$ cat src/rtl/wb_dma_arb_pkg.sv
// rtl/wb_dma_arb_pkg.sv - shared state encodings and field widths for wb_dma_arb
//
// Purpose: common definitions imported by wb_dma_arb and rr_pick.
//   ADDR_W/LEN_W/DATA_W : descriptor and data field widths
//   IDX_W               : width of a channel index (up to 8 channels)
//   state_t             : arbiter FSM encoding
package wb_dma_arb_defs;

   localparam int ADDR_W = 26;
   localparam int LEN_W  = 8;
   localparam int DATA_W = 32;
   localparam int IDX_W  = 3;

   typedef enum logic [2:0] {
      IDLE  = 3'd0,
      REQ   = 3'd1,
      BUSY  = 3'd2,
      ZACK  = 3'd3,
      ZDONE = 3'd4
   } state_t;

endpackage

$ cat src/rtl/wb_dma_arb_rr_pick.sv
// rtl/wb_dma_arb_rr_pick.sv - combinational round-robin picker
//
// Purpose: pick the first set bit of eligible, searching upward from
// rr_ptr+1 modulo NCH.
//   eligible : in  NCH  candidate requests
//   rr_ptr   : in  3    last served channel
//   valid    : out 1    at least one candidate
//   win      : out 3    winning channel index
import wb_dma_arb_defs::*;

module rr_pick #(
   parameter int NCH = 4
) (
   input  logic [NCH-1:0]   eligible,
   input  logic [IDX_W-1:0] rr_ptr,
   output logic             valid,
   output logic [IDX_W-1:0] win
);

   logic [3:0] idx;

   // Walk offsets from farthest to nearest so the nearest eligible
   // channel after rr_ptr is the last (and final) assignment.
   always_comb begin
      valid = |eligible;
      win   = '0;
      idx   = '0;
      for (int i = NCH; i >= 1; i--) begin
         idx = {1'b0, rr_ptr} + 4'(i);
         if (idx >= 4'(NCH)) idx = idx - 4'(NCH);
         for (int k = 0; k < NCH; k++) begin
            if (eligible[k] && idx == 4'(k)) win = 3'(k);
         end
      end
   end

endmodule

$ cat src/rtl/wb_dma_arb.sv
// rtl/wb_dma_arb.sv - round-robin multi-channel arbiter in front of the DMA engine
//
// Purpose: grants the single DMA engine to one of NCH requesters, forwards the
// winner's descriptor, routes engine strobes/data to the granted channel and
// completes zero-length requests locally.
//   clk, rst_n                         : clock, async active-low reset
//   cfg_ch_en_i                        : per-channel enable mask
//   ch_req_i/ch_write_i/ch_addr_i/
//   ch_length_i/ch_wdata_i             : per-channel descriptors and write data
//   ch_ack_o/ch_done_o/ch_start_o/
//   ch_wr_o/ch_rd_o/ch_last_o          : per-channel strobes
//   ch_rdata_o                         : read data broadcast
//   dma_req_o/dma_write_o/dma_addr_o/
//   dma_length_o/dma_wdata_o           : descriptor and data to the engine
//   dma_ack_i/dma_done_i/dma_start_i/
//   dma_wr_i/dma_rd_i/dma_last_i/
//   dma_rdata_i                        : strobes and data from the engine
//   busy_o, grant_o                    : status
import wb_dma_arb_defs::*;

module wb_dma_arb #(
   parameter int NCH = 4
) (
   input  logic                  clk,
   input  logic                  rst_n,
   input  logic [NCH-1:0]        cfg_ch_en_i,
   input  logic [NCH-1:0]        ch_req_i,
   input  logic [NCH-1:0]        ch_write_i,
   input  logic [NCH*ADDR_W-1:0] ch_addr_i,
   input  logic [NCH*LEN_W-1:0]  ch_length_i,
   input  logic [NCH*DATA_W-1:0] ch_wdata_i,
   output logic [NCH-1:0]        ch_ack_o,
   output logic [NCH-1:0]        ch_done_o,
   output logic [NCH-1:0]        ch_start_o,
   output logic [NCH-1:0]        ch_wr_o,
   output logic [NCH-1:0]        ch_rd_o,
   output logic [NCH-1:0]        ch_last_o,
   output logic [DATA_W-1:0]     ch_rdata_o,
   output logic                  dma_req_o,
   output logic                  dma_write_o,
   output logic [ADDR_W-1:0]     dma_addr_o,
   output logic [LEN_W-1:0]      dma_length_o,
   output logic [DATA_W-1:0]     dma_wdata_o,
   input  logic                  dma_ack_i,
   input  logic                  dma_done_i,
   input  logic                  dma_start_i,
   input  logic                  dma_wr_i,
   input  logic                  dma_rd_i,
   input  logic                  dma_last_i,
   input  logic [DATA_W-1:0]     dma_rdata_i,
   output logic                  busy_o,
   output logic [IDX_W-1:0]      grant_o
);

   state_t             state, state_nxt;
   logic [IDX_W-1:0]   rr_ptr;
   logic [IDX_W-1:0]   grant;
   logic [NCH-1:0]     eligible;
   logic               pick_valid;
   logic [IDX_W-1:0]   pick_win;
   logic               sel_write;
   logic [ADDR_W-1:0]  sel_addr;
   logic [LEN_W-1:0]   sel_length;
   logic [NCH-1:0]     grant_oh;
   logic               route;
   logic               ack_hit;
   logic               done_hit;

   assign eligible = ch_req_i & cfg_ch_en_i;

   rr_pick #(.NCH(NCH)) u_pick (
      .eligible (eligible),
      .rr_ptr   (rr_ptr),
      .valid    (pick_valid),
      .win      (pick_win)
   );

   // Descriptor of the current round-robin winner.
   always_comb begin
      sel_write  = 1'b0;
      sel_addr   = '0;
      sel_length = '0;
      for (int k = 0; k < NCH; k++) begin
         if (pick_win == 3'(k)) begin
            sel_write  = ch_write_i[k];
            sel_addr   = ch_addr_i[ADDR_W*k +: ADDR_W];
            sel_length = ch_length_i[LEN_W*k +: LEN_W];
         end
      end
   end

   always_ff @(posedge clk or negedge rst_n) begin
      if (!rst_n) state <= IDLE;
      else        state <= state_nxt;
   end

   always_comb begin
      state_nxt = state;
      case (state)
         IDLE:    if (pick_valid) state_nxt = (sel_length == '0) ? ZACK : REQ;
         REQ:     if (dma_ack_i)  state_nxt = BUSY;
         BUSY:    if (dma_done_i) state_nxt = IDLE;
         ZACK:    state_nxt = ZDONE;
         ZDONE:   state_nxt = IDLE;
         default: state_nxt = IDLE;
      endcase
   end

   // Descriptor and grant are captured only when leaving IDLE so they stay
   // stable while the channel is free to change its inputs after ack.
   always_ff @(posedge clk or negedge rst_n) begin
      if (!rst_n) begin
         rr_ptr       <= 3'(NCH - 1);
         grant        <= '0;
         dma_req_o    <= 1'b0;
         dma_write_o  <= 1'b0;
         dma_addr_o   <= '0;
         dma_length_o <= '0;
      end else begin
         case (state)
            IDLE: begin
               if (pick_valid) begin
                  grant        <= pick_win;
                  dma_write_o  <= sel_write;
                  dma_addr_o   <= sel_addr;
                  dma_length_o <= sel_length;
                  dma_req_o    <= (sel_length != '0);
               end
            end
            REQ:     if (dma_ack_i) dma_req_o <= 1'b0;
            BUSY:    if (dma_done_i) rr_ptr <= grant;
            ZDONE:   rr_ptr <= grant;
            default: ;
         endcase
      end
   end

   always_comb begin
      grant_oh = '0;
      for (int k = 0; k < NCH; k++) grant_oh[k] = (grant == 3'(k));
   end

   // Routing is already live in REQ: the engine strobes wr and samples
   // write data in its ack cycle.
   assign route    = (state == REQ) || (state == BUSY);
   assign ack_hit  = ((state == REQ) && dma_ack_i) || (state == ZACK);
   assign done_hit = ((state == BUSY) && dma_done_i) || (state == ZDONE);

   assign ch_ack_o   = ack_hit  ? grant_oh : '0;
   assign ch_done_o  = done_hit ? grant_oh : '0;
   assign ch_start_o = (route && dma_start_i) ? grant_oh : '0;
   assign ch_wr_o    = (route && dma_wr_i)    ? grant_oh : '0;
   assign ch_rd_o    = (route && dma_rd_i)    ? grant_oh : '0;
   assign ch_last_o  = (route && dma_last_i)  ? grant_oh : '0;

   always_comb begin
      dma_wdata_o = '0;
      for (int k = 0; k < NCH; k++) begin
         if (grant == 3'(k)) dma_wdata_o = ch_wdata_i[DATA_W*k +: DATA_W];
      end
   end

   assign ch_rdata_o = dma_rdata_i;
   assign busy_o     = (state != IDLE);
   assign grant_o    = grant;

endmodule
$ cat config.mk
export PLATFORM = sky130hd
export DESIGN_NAME = wb_dma_arb
export DESIGN_NICKNAME = d
export VERILOG_FILES = /design/src/rtl/wb_dma_arb_pkg.sv /design/src/rtl/wb_dma_arb_rr_pick.sv /design/src/rtl/wb_dma_arb.sv
export SDC_FILE = /design/constraint.sdc
export NUM_CORES = 1
export LEC_CHECK = 0
export ABC_AREA = 1
export CAP_MARGIN = 10
export CORE_AREA = 2 2 173 175
export DETAILED_ROUTE_END_ITERATION = 6
export DIE_AREA = 0 0 175 177
export PLACE_DENSITY_LB_ADDON = 0.15
export RECOVER_POWER = 50
export SKIP_LAST_GASP = 1
export SLEW_MARGIN = 20
export SYNTH_ARGS = -nofsm -noshare
export SYNTH_HDL_FRONTEND = slang
export SYNTH_SLANG_ARGS = --single-unit
$ cat constraint.sdc
create_clock -name clk -period 2.4 [get_ports clk]
set_input_delay 0.36 -clock clk [delete_from_list [all_inputs] [get_ports clk]]
set_output_delay 0.36 -clock clk [all_outputs]
set_load 0.005 [all_outputs]
==> results by group, run 1 <==
Finish
  – Util after Layout: 0.316
  – Ratio of cells with drive above 1 in the final layout: 0.142
  – Final Net Count: 1,389
  – Filler cells: around 3,200
  – Most frequent cells in the layout: clkdlybuf4s50_1 (353), nand2_1 (194), nand3_1 (108)
  – Area grow syn2layout: 123%
  – Commonest non-fill, non-tap cell in the layout: clkdlybuf4s50_1
  – Design area: 9250 sq um

Setup path
  – Kind of cell adding the most delay to the critical path: buffers and inverters
  – CP arrival: 2110 ps
  – Worst setup SP type: flop
  – Worst path buffer plus inverter count: 4
  – Critical path's slowest cell: clkdlybuf4s50_1
  – Reg-to-Reg Start: rr_ptr[1]
  – Worst R2R Path Depth: 22
  – Setup CP Type: reg2out
  – Crit path largest cell delay: between 500 and 600 ps
  – Worst R2R Setup Slack: -40 ps
  – WP data required: approximately 2000 ps
  – Top cell by count, worst path: buf_4
  – Worst path cell trace: buf_4 > nor2_4 > buf_4 > clkbuf_16 > nand2_1 > nand4_1 > clkdlybuf4s50_1
  – Critical R2R Capture: state[1]
  – Worst Path Max Fanout: 12
  – Crit end category: output pin

Floorplanning
  – Num rows: between 60 and 70
  – Core Region: 29,200 sq um
  – Die area: roughly 31,000 sq um
  – I/O pin count: 444
  – Die X: 175 microns
  – Die H: roughly 180 microns
  – Initial core utilization: 0.142

Yosys
  – Asr flop ratio synth: 1.00
  – Prevailing post-synth register cell: dfrtp_1
  – Register area share after synthesis: 0.259
  – Synth Area in Simple Gates: 0.479
  – Net count after synthesis: 1,004
  – Synth Area in Adders: 0
  – Avg Cell Area, Syn: 6.04 sq um
  – Ys Warns: 0
  – Yosys reg bits: 43
  – XOR/XNOR Fraction of Synth Area: 0
  – Compound-Gate Fraction of Synth Area: 0.117
  – Cell count after synthesis: 688
  – Mapped Area: approximately 4200 sq um
  – Main combinational cell family by area after synthesis: simple AND/OR/NAND/NOR gates
  – Synth unique cells: 31
  – Post-synth EDFFs: 0
  – Post-synthesis mux area share: 0

Status
  – Failing checks: setup timing
  – Outcome: finished, violations left

Place
  – Placed Area: 8510 sq um
  – GP Congestion: 0.811
  – Number of port buffers: roughly 380
  – Final HPWL DP: 21.1 mm

Global route
  – Number of global-route vias before repair: ~6,100
  – First-pass GRT wire length: 36.8 mm
  – Pin count of the biggest net entering global routing: between 50 and 60
  – Most Crowded Layer GR: met2
  – M3 GR Usage: 0.0580
  – Met2 Track Usage GR: 0.300
  – Initial antenna violation count: 4
  – GRT Total Usage: 0.157
  – Final global-route overflow total: 0
  – Met1 usage: 0.162

Power and ir drop
  – VDD IR-drop max: 0.531 mV
  – Total power: between 10 and 15 mW
  – Leakage: between 4 and 5 nW
  – Power Density: ~1100 nW/um^2

Route
  – Detail Route Antenna Nets: 0
  – Routed WL: about 26 mm
  – Detailed Routing Iterations Pass 1: 4
  – Starting DRC count in detailed routing: 173
  – DR vias: 6,124
  – Average wire per standard cell: approximately 18 microns
  – Via density: 4.18
  – Drt drc: 0

STA
  – Fin Setup TNS: -385 ps
  – Worst setup margin: -68.3 ps
  – Final Max Tran Viols: 0
  – Final setup vio count: 12
  – Slew @ Worst Pin: about 1200 ps
  – Period utilisation layout: 1.03
  – Clk_skew: around 4.4 ps
  – WHS: ~380 ps
  – RSZ-0062 raised after global routing: true
  – Minimum clock period: approximately 2500 ps
  – Achievable frequency: between 400 and 500 MHz
  – Slew headroom: 0.214
  – Final hold violation count: 0

Clocking
  – CTS tree: yes
  – Skew-Pair Late Insertion Delay: ~290 ps
  – Clock Path Buffers: 2
  – Root buf cell: clkbuf_16
  – Clk sink count: 43
  – Htree depth: 2
  – CTS Hold Buffers Added: 0
  – Clk slew on worst S/H paths: 60 ps
  – Num CTS Buffers: 5

Run
  – Max_cap viols: 0

Min path
  – Worst Hold Class: in2async
## worst register-to-register path: stages (launching register included)
cell	delay (ps)
dfstp_2	570
inv_2	60
nor2_4	150
nand2_1	70
nand2_1	50
nand2_1	50
nand3_1	60
nand3_1	80
nand3_2	90
a21oi_4	70
buf_12	150
buf_12	130
nand3_1	70
nand2_1	50
inv_1	60
nand2_2	50
nor2_2	120
nand2_1	80
nor2_2	140
nand2_2	80
nand2_2	70
nand2_2	50
nand2_2	60
## per-stage QoR
stage,std cells,setup WS (ps)
after global routing,1464,-211
after floorplan,688,165
after CTS,1442,-10.4
after global placement,1431,-232
final,1466,-68.3
after detailed placement,1431,-237
## power breakdown
| part | total, mW | switching (mW) | internal, mW | leakage (nW) |
|---|---|---|---|---|
| Combinational | 8.32 | 4.20 | 4.13 | 3.42 |
| Sequential | 1.33 | 0.239 | 1.09 | 0.533 |
| Clock | 0.681 | 0.294 | 0.387 | 0.0641 |
| Total | 10.3 | 4.73 | 5.60 | 4.02 |
## state kept, by name (all words and copies together), names as in the netlist
signal	count
dma_addr_o	26
dma_length_o	8
dma_req_o	1
dma_write_o	1
grant_o	2
rr_ptr	2
state	3
## logic make-up after synthesis
group / Yosys count
DFF: 43
and+or+nand+nor: 440
AOI/OAI and AO/OA: 87
buffers and inverters: 117
other: 1
## cells in the mapped netlist (3+ instances only)
cell,n,area [sq um]
o21ai_1,27,135
buf_4,35,263
inv_1,36,135
a221oi_1,10,87.6
o21ai_0,12,60.1
nand2_8,3,60.1
nand4_1,39,244
dfrtp_1,41,1030
nand2_1,208,781
buf_2,14,70.1
nor2_1,64,240
clkbuf_1,22,82.6
nand3_1,116,581
inv_2,5,18.8
a21oi_1,35,175
## worst max-delay path by stage
stage | startpoint | end | slack, ps | depth (start not counted)
finish | grant_o[1] | dma_wdata_o[20] | -70 | 7
global route | rr_ptr[1] | state[1] | -210 | 25
CTS | state[2] | ch_wr_o[1] | -10 | 8
detailed placement | ch_req_i[0] | dma_req_o | -240 | 25
global placement | ch_req_i[1] | dma_req_o | -230 | 25
floorplan | rr_ptr[0] | dma_addr_o[6] | 170 | 20
## repair_timing
item,CTS,global route
resized for setup,20,87
pin swaps,2,21
endpoints found under the setup margin,59,69
endpoints found under the hold margin,0,0
buffers inserted,2,21
cloned,1,4
## per-layer routing
layer | up-vias | wire length (microns)
met5 | - | 0
met4 | 0 | 549
met3 | 21 | 2550
met2 | 305 | 13600
met1 | 2762 | 9640
li1 | 3036 | -
## cell type report
| type | count | area, sq um | share of cell area |
|---|---|---|---|
| flip-flops and latches | 43 | 1080 | 0.117 |
| clock inverters | 1 | 7.51 | 0.000811 |
| diodes | 2 | 5.00 | 0.000541 |
| well taps | 390 | 488 | 0.0527 |
| multi-input cells | 528 | 2680 | 0.290 |
| repair buffers | 452 | 4680 | 0.506 |
| inverters | 43 | 175 | 0.0189 |
| clock buffers | 7 | 133 | 0.0143 |
No activity file was read; power rests on OpenSTA's default activity.
==> inputs of run 2 (changes only) <==
ABC_CLOCK_PERIOD_IN_PS = 2400   (was default)
==> results of run 2 <==
Final layout, timing and power as in run 1 (identical DEF).
